### src/rtl/disp_pkg_amisha.sv
// Shared constants for the multiplexed hex display: segment codes, the
// all-off pattern and default sizing.
package disp_pkg_amisha;

  localparam int N_DIGITS_DEF = 4;
  localparam int PRESC_W_DEF  = 18;

  // Active-low {dp, g..a}; all ones means every segment dark.
  localparam logic [7:0] SSEG_OFF  = 8'hFF;
  localparam logic [6:0] SEG_BLANK = 7'b1111111;

  localparam logic [6:0] SEG_0 = 7'b1000000;
  localparam logic [6:0] SEG_1 = 7'b1111001;
  localparam logic [6:0] SEG_2 = 7'b0100100;
  localparam logic [6:0] SEG_3 = 7'b0110000;
  localparam logic [6:0] SEG_4 = 7'b0011001;
  localparam logic [6:0] SEG_5 = 7'b0010010;
  localparam logic [6:0] SEG_6 = 7'b0000010;
  localparam logic [6:0] SEG_7 = 7'b1111000;
  localparam logic [6:0] SEG_8 = 7'b0000000;
  localparam logic [6:0] SEG_9 = 7'b0010000;
  localparam logic [6:0] SEG_A = 7'b0001000;
  localparam logic [6:0] SEG_B = 7'b0000011;
  localparam logic [6:0] SEG_C = 7'b1000110;
  localparam logic [6:0] SEG_D = 7'b0100001;
  localparam logic [6:0] SEG_E = 7'b0000110;
  localparam logic [6:0] SEG_F = 7'b0001110;

endpackage

### src/rtl/hex_to_sseg_amisha.sv
// Combinational nibble to active-low seven-segment decoder (bits 6..0 = g..a).
module hex_to_sseg_amisha
  import disp_pkg_amisha::*;
(
  input  logic [3:0] hex,
  output logic [6:0] seg
);

  always_comb begin
    seg = SEG_BLANK;
    case (hex)
      4'h0: seg = SEG_0;
      4'h1: seg = SEG_1;
      4'h2: seg = SEG_2;
      4'h3: seg = SEG_3;
      4'h4: seg = SEG_4;
      4'h5: seg = SEG_5;
      4'h6: seg = SEG_6;
      4'h7: seg = SEG_7;
      4'h8: seg = SEG_8;
      4'h9: seg = SEG_9;
      4'hA: seg = SEG_A;
      4'hB: seg = SEG_B;
      4'hC: seg = SEG_C;
      4'hD: seg = SEG_D;
      4'hE: seg = SEG_E;
      4'hF: seg = SEG_F;
      default: seg = SEG_BLANK;
    endcase
  end

endmodule

### src/rtl/disp_hex_mux_n_amisha.sv
// Time-multiplexed N-digit hex display driver with double-buffered data,
// leading-zero blanking and PWM brightness on the anode enables.
module disp_hex_mux_n_amisha
  import disp_pkg_amisha::*;
#(
  parameter int N_DIGITS = N_DIGITS_DEF,
  parameter int PRESC_W  = PRESC_W_DEF
) (
  input  logic                  clk_amisha,
  input  logic                  reset_amisha,
  input  logic                  load_amisha,
  input  logic [4*N_DIGITS-1:0] hex_in_amisha,
  input  logic [N_DIGITS-1:0]   dp_in_amisha,
  input  logic                  lz_blank_amisha,
  input  logic [3:0]            bright_amisha,
  input  logic                  en_amisha,
  output logic [N_DIGITS-1:0]   an_amisha,
  output logic [7:0]            sseg_amisha,
  output logic                  frame_amisha
);

  localparam int IDX_W = (N_DIGITS > 2) ? $clog2(N_DIGITS) : 1;
  localparam logic [IDX_W-1:0] IDX_LAST = IDX_W'(N_DIGITS - 1);

  logic [PRESC_W-1:0]    presc_p0;
  logic [IDX_W-1:0]      idx_p0;
  logic [4*N_DIGITS-1:0] pend_hex_p0, act_hex_p0;
  logic [N_DIGITS-1:0]   pend_dp_p0, act_dp_p0;
  logic                  tick, wrap;

  logic [N_DIGITS-1:0]   blank;
  logic                  zero_run;
  logic [3:0]            nib_sel;
  logic [6:0]            seg_sel;
  logic                  duty_on;
  logic [N_DIGITS-1:0]   an_next;
  logic [7:0]            sseg_next;

  logic [N_DIGITS-1:0]   an_p1;
  logic [7:0]            sseg_p1;
  logic                  frame_p1;

  assign tick = &presc_p0;
  assign wrap = tick && (idx_p0 == IDX_LAST);

  // Stage 0: scan counters and the pending/active buffer pair
  always_ff @(posedge clk_amisha or negedge reset_amisha) begin
    if (!reset_amisha) begin
      presc_p0    <= '0;
      idx_p0      <= '0;
      pend_hex_p0 <= '0;
      pend_dp_p0  <= '0;
      act_hex_p0  <= '0;
      act_dp_p0   <= '0;
    end else begin
      presc_p0 <= presc_p0 + 1'b1;
      if (tick)
        idx_p0 <= wrap ? '0 : idx_p0 + 1'b1;
      // Active copy is taken only at the frame wrap, so a frame never tears;
      // a coincident load lands in pending and shows one frame later.
      if (wrap) begin
        act_hex_p0 <= pend_hex_p0;
        act_dp_p0  <= pend_dp_p0;
      end
      if (load_amisha) begin
        pend_hex_p0 <= hex_in_amisha;
        pend_dp_p0  <= dp_in_amisha;
      end
    end
  end

  // A digit blanks when it and every digit above it are zero; digit 0 never does.
  always_comb begin
    blank    = '0;
    zero_run = 1'b1;
    for (int k = N_DIGITS - 1; k >= 1; k--) begin
      zero_run = zero_run && (act_hex_p0[4*k +: 4] == 4'h0);
      blank[k] = lz_blank_amisha && zero_run;
    end
  end

  assign nib_sel = act_hex_p0[4*idx_p0 +: 4];

  hex_to_sseg_amisha u_dec (
    .hex (nib_sel),
    .seg (seg_sel)
  );

  // Top four prescaler bits form the PWM phase within the slot.
  assign duty_on = (presc_p0[PRESC_W-1 -: 4] <= bright_amisha);

  always_comb begin
    an_next = '1;
    if (en_amisha && duty_on)
      an_next[idx_p0] = 1'b0;
    sseg_next = {~act_dp_p0[idx_p0], blank[idx_p0] ? SEG_BLANK : seg_sel};
  end

  // Stage 1: registered display outputs and frame pulse
  always_ff @(posedge clk_amisha or negedge reset_amisha) begin
    if (!reset_amisha) begin
      an_p1    <= '1;
      sseg_p1  <= SSEG_OFF;
      frame_p1 <= 1'b0;
    end else begin
      an_p1    <= an_next;
      sseg_p1  <= sseg_next;
      frame_p1 <= wrap;
    end
  end

  assign an_amisha    = an_p1;
  assign sseg_amisha  = sseg_p1;
  assign frame_amisha = frame_p1;

endmodule

### config.mk
export PLATFORM = sky130hd
export DESIGN_NAME = disp_hex_mux_n_amisha
export DESIGN_NICKNAME = d
export VERILOG_FILES = /design/src/rtl/disp_pkg_amisha.sv /design/src/rtl/hex_to_sseg_amisha.sv /design/src/rtl/disp_hex_mux_n_amisha.sv
export SDC_FILE = /design/constraint.sdc
export NUM_CORES = 1
export LEC_CHECK = 0
export BUFFER_PORTS_ARGS = -buffer_cell sky130_fd_sc_hd__buf_2
export CORE_MARGIN = 1.5
export CORE_UTILIZATION = 30
export CTS_CLUSTER_DIAMETER = 100
export DETAILED_ROUTE_END_ITERATION = 10
export GPL_TIMING_DRIVEN = 0
export SLEW_MARGIN = 10
export SYNTH_ARGS = -nofsm -noshare
export SYNTH_HDL_FRONTEND = slang
export SYNTH_SLANG_ARGS = --single-unit
### constraint.sdc
create_clock -name clk_amisha -period 2 [get_ports clk_amisha]
set_input_delay 0.2 -clock clk_amisha [delete_from_list [all_inputs] [get_ports clk_amisha]]
set_output_delay 0.2 -clock clk_amisha [all_outputs]
set_load 0.03 [all_outputs]
==> results of run 1 <==
-- power by group --
part           switching [mW]  internal (mW)
sequential             0.0202           1.52
combinational          0.0600         0.0677
clock                   0.506          0.736
-- cell type report --
type | instances | area, µm²
fill | 1096 | 6839
sequential | 73 | 1843
multi-input combinational | 158 | 1390
timing repair buffer | 47 | 277.8
tap | 140 | 175.2
clock buffer | 13 | 148.9
clock inverter | 3 | 65.06
buffer | 6 | 56.30
inverter | 12 | 45.04
-- registers in the layout, summed over array words and instances (netlist names) --
register,cells
an_amisha,4
pend_dp_p0,4
presc_p0,18
idx_p0,2
act_dp_p0,4
frame_amisha,1
pend_hex_p0,16
sseg_amisha,8
act_hex_p0,16
-- critical path, stage by stage (launching register included) --
cell	delay, ns
dfrtp_2	0.38
buf_8	0.14
mux4_2	0.59
inv_2	0.12
ha_1	0.14
nor2_1	0.05
a211o_1	0.26
a21o_1	0.17
-- cell usage after synthesis (all sizes together) --
master / n / area share [%]
nor4: 3 / 0.56
buf: 4 / 1.4
a21boi: 1 / 0.23
ha: 15 / 5.6
mux4: 5 / 3.7
nand4: 4 / 0.75
o221ai: 1 / 0.26
nor3: 2 / 0.30
a21o: 1 / 0.23
a31oi: 1 / 0.19
mux2: 43 / 15
a211o: 1 / 0.26
dfstp: 12 / 9.5
inv: 12 / 1.4
a21oi: 4 / 0.60
nor2b: 1 / 0.19
clkbuf: 2 / 0.23
xor2: 9 / 2.4
nand2: 10 / 1.1
nor2: 8 / 0.98
or3: 1 / 0.19
and3: 5 / 0.98
mux2i: 4 / 1.2
dfrtp: 61 / 46
o21ai: 8 / 1.2
xnor2: 11 / 2.9
nand2b: 1 / 0.19
nand3: 15 / 2.3
o21a: 3 / 0.68
and2: 1 / 0.19
-- cells by family (layout without fill, tap and decap cells) --
| family | after synthesis | count (layout) |
|---|---|---|
| fa+ha+maj | 15 | 15 |
| flops | 73 | 73 |
| compound gates | 20 | 20 |
| xor+xnor | 20 | 20 |
| simple gates | 51 | 51 |
| buf+inv | 18 | 81 |
| mux | 52 | 52 |
-- per-stage QoR --
stage          utilization, %  std cells  total power [mW]  TNS [ns]  cell area [µm²]
2_1_floorplan               -        249             1.618         0             3332
3_3_place_gp            34.20        429             1.686   -0.5306             3707
3_5_place_dp            34.48        430             1.700   -0.7744             3737
4_1_cts                 36.69        450             2.959         0             3978
5_1_grt                 36.91        452             3.038         0             4001
6_report                36.91        452             2.910         0             4001
-- worst min path at each step --
| stage | start | endpoint | slack [ns] | cells after the start |
|---|---|---|---|---|
| 2_1_floorplan | reset_amisha | act_dp_p0[0] | -0.1 | 0 |
| 3_3_place_gp | en_amisha | an_amisha[2] | 0.40 | 2 |
| 3_5_place_dp | reset_amisha | pend_hex_p0[8] | 0.09 | 1 |
| 4_1_cts | en_amisha | an_amisha[2] | 0.03 | 2 |
| 5_1_grt | en_amisha | an_amisha[0] | 0.05 | 2 |
| 6_report | en_amisha | an_amisha[2] | 0.05 | 2 |
-- layer usage --
layer / up-vias / routed length (µm)
met5: - / 0
met4: 0 / 105
met3: 10 / 317
met2: 46 / 2608
met1: 1003 / 2745
li1: 997 / -
-- what timing repair did --
item / in CTS / in global routing
endpoints found under the setup margin: 7 / 6
pin swaps: 0 / 0
gates resized for setup: 5 / 3
hold endpoints to repair: 16 / 0
hold buffers: 1 / 0
setup buffers: 3 / 2
==> flow_summary.rst, run 1 <==
.. list-table::
   :header-rows: 1

   * - Metric
     - Value
   * - Syn_nets
     - 293
   * - Flop2flop setup slack
     - 0.09 ns
   * - DIE AREA
     - 11,750 µm²
   * - Xor-xnor portion of the synthesized cell area
     - 5.257%
   * - Met3 demand-to-capacity share in global routing
     - 3.797%
   * - Detail Placement HPWL
     - 4223 µm
   * - Detailed router's first-iteration violation count
     - 51
   * - Crit path time final
     - 1.915 ns
   * - Final Hold Vio Count
     - 0
   * - Maximum number of pins on one net before global-route repair
     - 58
   * - Overall routing resource usage
     - 11.08%
   * - Die H
     - 108.4 µm
   * - Io pins
     - 42
   * - Maximum net fanout on the critical path
     - 10
   * - Count of antenna-violating nets left after detailed routing
     - 0
   * - Seq cells post-synth
     - 73
   * - Highest clock frequency the design can meet
     - 522.2 MHz
   * - Type of element capturing the critical path
     - flip-flop
   * - FF-to-FF End
     - sseg_amisha[3]
   * - Worst Hold Slack
     - 0.04618 ns
   * - Worst Clk Skew
     - 0.009344 ns
   * - Antenna diode count
     - 0
   * - Combinational family with the most area after synthesis
     - multiplexers
   * - Final worst setup slack
     - 0.08503 ns
   * - Met1 capacity usage during global routing
     - 14.50%
   * - Count of cells along the worst register-to-register path
     - 7
   * - Initial Util
     - 30.74%
   * - Power density of the placed cells
     - 727.3 nW/µm²
   * - Critical Path Start Type
     - flip-flop
   * - Count of final setup violators
     - 0
   * - Data required time at the worst endpoint
     - 2.28 ns
   * - Mux cell area share after synthesis
     - 19.56%
   * - Via Count
     - 2,056
   * - Number of antenna violations at the first check in global routing
     - 0
   * - Std-Cell Rows
     - 38
   * - Average size of a mapped cell
     - 13.38 µm²
   * - Result of the run
     - finished clean
   * - Measured slew at the worst slew-check pin
     - 0.6003 ns
   * - CTS clock-pin slew for the worst setup and hold paths
     - 0.07 ns
   * - # Max-Cap Violations
     - 0
   * - Most frequent standard cell in the layout excluding fill and tap cells
     - dfrtp_1
   * - Peak supply drop
     - 0.4061 mV
   * - Area Growth Syn to Fin
     - 20.09%
   * - Met2 Resource Use GR
     - 16.32%
   * - Arithmetic-cell share of the synthesized area counting full adders, half adders and majority gates
     - 5.633%
   * - Die Wd
     - 108.4 µm
   * - Routed length per placed instance
     - 12.78 µm
   * - DRC Markers
     - 0
   * - Clock tree from TritonCTS
     - built
   * - Synth Cell Area
     - 3332 µm²
   * - Worst hold-check path type
     - primary input to flip-flop
   * - Skew-Pair Late Insertion Delay
     - 0.35 ns
   * - H-tree depth
     - 3
   * - Number of iterations in the first detailed-routing pass
     - 4
   * - Sequential cell area fraction in the yosys report
     - 55.28%
   * - Simple-gate share of the synthesized area
     - 7.698%
   * - Worst setup path startpoint
     - idx_p0[0]
   * - Maximum clock path buffer count
     - 2
   * - Buffer type at the clock tree root
     - clkbuf_8
   * - Slew Limit Fails
     - 0
   * - Layout cell share with drive strength beyond 1
     - 40.71%
   * - Final Wtd Congestion
     - 0.7486
   * - Launch point of the worst reg-to-reg path
     - idx_p0[0]
   * - Final Cycle Share
     - 95.75%
   * - Wire length of the first global-routing pass
     - 9791 µm
   * - Fraction of the mapped netlist area in compound gates
     - 3.643%
   * - Vias in the first global route
     - 2,031
   * - Number of clock buffers inserted by TritonCTS
     - 9
   * - Static leakage
     - 1.897 nW
   * - Total wirelength of the detailed-routed design
     - 5775 µm
   * - Sinks on Clock Net
     - 73
   * - Mapped Cells
     - 249
   * - Worst slew margin relative to its limit
     - 59.98%
   * - Yosys synthesis warning count
     - 0
   * - Pre-CTS worst setup slack
     - -0.2307 ns
   * - Critical path class
     - flip-flop to flip-flop
   * - Detailed-route vias per instance
     - 4.549
   * - WP data arrival
     - 2.20 ns
   * - Core area
     - 10,840 µm²
   * - Grt total ovfl
     - 0
   * - Worst setup path endpoint
     - sseg_amisha[3]
   * - Port-buffer cells
     - 40
   * - RSZ-0062 raised after global routing
     - false
   * - Commonest cells after routing, fill and taps aside
     - 60 x dfrtp_1, 42 x mux2_2, 39 x buf_2
   * - Layout net count
     - 351
   * - Unique cell type count in the Yosys netlist
     - 34
   * - Busiest layer in global routing
     - met2
Power figures use the tool's default switching activity.
==> run 2, diff against run 1 <==
--- a/config.mk
+++ b/config.mk
@@ -5,12 +5,14 @@
 export SDC_FILE = /design/constraint.sdc
 export NUM_CORES = 1
 export LEC_CHECK = 0
-export BUFFER_PORTS_ARGS = -buffer_cell sky130_fd_sc_hd__buf_2
+export ABC_AREA = 1
+export BUFFER_PORTS_ARGS = -buffer_cell sky130_fd_sc_hd__buf_4
 export CORE_MARGIN = 1.5
 export CORE_UTILIZATION = 30
 export CTS_CLUSTER_DIAMETER = 100
 export DETAILED_ROUTE_END_ITERATION = 10
 export GPL_TIMING_DRIVEN = 0
+export RECOVER_POWER = 25
 export SLEW_MARGIN = 10
 export SYNTH_ARGS = -nofsm -noshare
 export SYNTH_HDL_FRONTEND = slang
==> run 2 against run 1 <==
Against the previous run:
- the flow now finishes with violations (max-capacitance violations, max-slew violations)
- synthesized cell count grew 51%
- power increased by 11%
- flip-flop and latch count unchanged
- critical endpoint unchanged
==> flow_summary.rst, run 2 <==
.. list-table::
   :header-rows: 1

   * - Metric
     - Value
   * - Result of the run
     - finished with violations (was finished clean)
   * - Failing checks
     - max-capacitance violations, max-slew violations
   * - Clock tree from TritonCTS
     - built (unchanged)
   * - Library cell occupying the most area in the post-synthesis netlist
     - dfrtp_1 (unchanged)
   * - Length of routed wiring on met1
     - 3503 µm (was 2745 µm)
   * - WP data arrival
     - 2.07 ns (was 2.20 ns)
   * - Registers with the most flip-flops
     - presc_p0 x18, act_hex_p0 x16, pend_hex_p0 x16 (unchanged)
   * - Skew-Pair Late Insertion Delay
     - 0.33 ns (was 0.35 ns)
   * - Worst Hold Slack
     - 0.05219 ns (was 0.04618 ns)
   * - Total Neg Setup Slack
     - 0 ns (unchanged)
   * - Flip-flop count of the largest register, all copies and words added
     - 18 (unchanged)
   * - Final Hold Vio Count
     - 0 (unchanged)
   * - Port-buffer cells
     - 40 (unchanged)
   * - Most frequent standard cell in the layout excluding fill and tap cells
     - nand2_1 (was dfrtp_1)
   * - Detail Placement HPWL
     - 5088 µm (was 4223 µm)
   * - Critical Path Start Type
     - flip-flop (unchanged)
   * - Vias in the first global route
     - 2,623 (was 2,031)
   * - Highest clock frequency the design can meet
     - 548.9 MHz (was 522.2 MHz)
   * - Cell internal power dissipation
     - 2.572 mW (was 2.324 mW)
   * - Uppermost layer routed
     - met4 (unchanged)
   * - Commonest cells after routing, fill and taps aside
     - 117 x nand2_1, 60 x dfrtp_1, 42 x buf_4 (was 60 x dfrtp_1, 42 x mux2_2, 39 x buf_2)
   * - DRC Markers
     - 0 (unchanged)
   * - Worst hold-check path type
     - primary input to flip-flop (unchanged)
   * - Seq cells post-synth
     - 73 (unchanged)
   * - Synth Cell Area
     - 3538 µm² (was 3332 µm²)
   * - Yosys synthesis warning count
     - 0 (unchanged)
   * - Worst Clk Skew
     - 0.006408 ns (was 0.009344 ns)
   * - Syn_nets
     - 420 (was 293)
   * - Largest register by flop count
     - presc_p0 (unchanged)
   * - Final Cycle Share
     - 91.10% (was 95.75%)
   * - Combinational Power Share
     - 4.1% (was 4.4%)
   * - Mapped Cells
     - 376 (was 249)
   * - Std-Cell Rows
     - 39 (was 38)
   * - Maximum number of pins on one net before global-route repair
     - 74 (was 58)
   * - Count of antenna-violating nets left after detailed routing
     - 0 (unchanged)
   * - Wire length of the first global-routing pass
     - 12,450 µm (was 9791 µm)
   * - RSZ-0062 raised after global routing
     - false (unchanged)
   * - Antenna diode count
     - 0 (unchanged)
   * - Final Wtd Congestion
     - 0.8307 (was 0.7486)
   * - Layout net count
     - 470 (was 351)
   * - Initial Util
     - 30.86% (was 30.74%)
   * - Area Growth Syn to Fin
     - 21.78% (was 20.09%)
   * - Largest cells by area after synthesis
     - dfrtp_1 43%, nand2_1 12%, dfstp_2 8.9%, mux2_2 6.4%, ha_1 5.3% (was dfrtp_1 46%, mux2_2 14%, dfstp_2 9.5%, ha_1 5.6%, xnor2_1 2.9%)
   * - Layout cell share with drive strength beyond 1
     - 25.52% (was 40.71%)
   * - Io pins
     - 42 (unchanged)
   * - CTS clock-pin slew for the worst setup and hold paths
     - 0.05 ns (was 0.07 ns)
   * - Number of antenna violations at the first check in global routing
     - 0 (unchanged)
   * - Measured slew at the worst slew-check pin
     - 1.756 ns (was 0.6003 ns)
   * - Sequential group share of total power
     - 47.8% (was 52.9%)
   * - Unique cell type count in the Yosys netlist
     - 29 (was 34)
   * - Buffer type at the clock tree root
     - clkbuf_16 (was clkbuf_8)
   * - Final Power
     - 3.233 mW (was 2.910 mW)
   * - Average size of a mapped cell
     - 9.411 µm² (was 13.38 µm²)
   * - Most repeated cell in the gate-level netlist after synthesis
     - nand2_1 (was dfrtp_1)
   * - Count of hold-fix buffers inserted at cts
     - 0 (was 1)
   * - Sequence of cells on the critical path
     - buf_4 -> inv_2 -> nand3_1 -> nand2_1 -> inv_1 -> ha_1 -> nand3_1 -> nand2_1 -> nand2_1 -> nand3_1 (was buf_8 -> mux4_2 -> inv_2 -> ha_1 -> nor2_1 -> a211o_1 -> a21o_1)
   * - Overall routing resource usage
     - 12.46% (was 11.08%)
   * - Leading cell types by count after synthesis
     - 117 x nand2_1, 61 x dfrtp_1, 34 x nand3_1 (was 61 x dfrtp_1, 42 x mux2_2, 15 x ha_1, 15 x nand3_1)
   * - Worst slew margin relative to its limit
     - -17.05% (was 59.98%)
   * - Detailed-route vias per instance
     - 4.638 (was 4.549)
   * - Top FF cell, synth
     - dfrtp_1 (unchanged)
   * - Psw
     - 660.4 µW (was 586.5 µW)
   * - Async S/R FF share, synth
     - 100.0% (unchanged)
   * - Crit path time final
     - 1.822 ns (was 1.915 ns)
   * - Sequential cell area fraction in the yosys report
     - 52.05% (was 55.28%)
   * - Die Wd
     - 111.6 µm (was 108.4 µm)
   * - Number of flops mapped to enable cells by yosys
     - 0 (unchanged)
   * - Maximum clock path buffer count
     - 2 (unchanged)
   * - Crit path largest cell delay
     - 0.41 ns (was 0.59 ns)
   * - Routed length per placed instance
     - 12.28 µm (was 12.78 µm)
   * - Sinks on Clock Net
     - 73 (unchanged)
   * - Count of final setup violators
     - 0 (unchanged)
   * - Clock power share
     - 48.1% (was 42.7%)
   * - Type of element capturing the critical path
     - flip-flop (unchanged)
   * - Die H
     - 111.6 µm (was 108.4 µm)
   * - Static leakage
     - 2.152 nW (was 1.897 nW)
   * - Number of clock buffers inserted by TritonCTS
     - 9 (unchanged)
   * - Number of iterations in the first detailed-routing pass
     - 4 (unchanged)
   * - Length of routed met2 wiring
     - 3172 µm (was 2608 µm)
   * - Via Count
     - 2,662 (was 2,056)
   * - Detailed router's first-iteration violation count
     - 82 (was 51)
   * - Slew Limit Fails
     - 74 (was 0)
   * - Total wirelength of the detailed-routed design
     - 7047 µm (was 5775 µm)
   * - Core area
     - 11,470 µm² (was 10,840 µm²)
   * - Peak supply drop
     - 0.2834 mV (was 0.4061 mV)
   * - # Max-Cap Violations
     - 1 (was 0)
   * - FILL cells
     - 1,139 (was 1,096)
   * - Power density of the placed cells
     - 750.2 nW/µm² (was 727.3 nW/µm²)
   * - Net switching fraction of the power
     - 20.43% (was 20.16%)
   * - Maximum net fanout on the critical path
     - 8 (was 10)
   * - Critical path class
     - flip-flop to flip-flop (unchanged)
   * - Crit path max-delay cell type
     - dfrtp_1 (was mux4_2)
   * - Data required time at the worst endpoint
     - 2.25 ns (was 2.28 ns)
   * - DIE AREA
     - 12,460 µm² (was 11,750 µm²)
   * - Proportion of netlist area held by the largest area contributor
     - 43.14% (was 45.81%)
   * - Met3 wire length
     - 240 µm (was 317 µm)
   * - Grt total ovfl
     - 0 (unchanged)
   * - H-tree depth
     - 3 (unchanged)
run 2: cell types whose count changed after synthesis, sizes merged, moves of 5 or more:
cell	before	now
nor2	8	29
nand2	10	121
nand4	4	22
inv	12	23
mux2	43	20
mux4	5	0
xnor2	11	5
o21ai	8	2
nand3	15	36
and3	5	0
run 2: timing repair:
action / CTS / global route
gates resized for setup: 0 / 2
endpoints found under the hold margin: 0 / 0
endpoints found under the setup margin: 0 / 5
setup buffers: 0 / 0
run 2: per-layer routing:
layer	track usage (%)	vias to the layer above
met5	0	-
met1	16.56	1266
li1	-	1333
met2	19.39	53
met4	5.148	0
met3	3.212	10
run 2: final timing paths:
kind / startpoint / end / slack [ns] / cells past startpoint
max: idx_p0[1] / sseg_amisha[3] / 0.18 / 10
min: en_amisha / an_amisha[1] / 0.05 / 2
max reg2reg: idx_p0[1] / sseg_amisha[3] / 0.18 / 10
min reg2reg: act_dp_p0[1] / act_dp_p0[1] / 0.47 / 2
max in group asynchronous: reset_amisha / idx_p0[0] / 0.50 / 1
min in group asynchronous: reset_amisha / pend_hex_p0[0] / 0.35 / 1
run 2: layout make-up:
type                    count  area [µm²]  share of cell area, %
multi-input cells         267        1531                  35.54
clock inverters             1       7.507                 0.1742
inverters                  23       86.33                  2.003
clock buffers              15       287.8                  6.678
flip-flops and latches     73        1843                  42.77
well taps                 143       178.9                  4.152
plain buffers              12       76.32                  1.771
repair buffers             40       297.8                  6.911
run 2: kinds of logic after synthesis:
group / after synthesis / share of synthesized area (%)
xor gates and xnor gates: 14 / 3.465
and+or+nand+nor: 212 / 27.16
muxes: 20 / 6.365
DFF: 73 / 52.05
buffers and inverters: 36 / 4.667
adders and majority gates: 15 / 5.304
AOI/OAI and AO/OA: 6 / 0.9900
run 2: through the flow:
step / std cells / setup WS (ns) / util [%] / cell area, µm²
finish: 574 / 0.1780 / 37.58 / 4309
global placement: 559 / 0.1613 / 35.04 / 4018
floorplan: 376 / 0.4541 / - / 3538
CTS: 575 / 0.1293 / 37.61 / 4313
detailed placement: 559 / 0.1380 / 35.04 / 4018
global route: 574 / 0.02053 / 37.58 / 4309
run 2: worst max-delay path, delay by kind of cell (launching register included):
kind / cells / cell delay (ns)
adder cells (fa/ha/maj): 1 / 0.23
buffers and inverters: 3 / 0.44
AND/OR/NAND/NOR: 6 / 0.68
flip-flops: 1 / 0.41
run 2: power groups by stage:
stage | Combinational, mW | Sequential (mW) | Clock [mW]
3_5_place_dp | 0.138 | 1.57 | 0
3_3_place_gp | 0.134 | 1.57 | 0
5_1_grt | 0.150 | 1.55 | 1.68
6_report | 0.132 | 1.54 | 1.56
2_1_floorplan | 0.0564 | 1.56 | 0
4_1_cts | 0.139 | 1.55 | 1.60
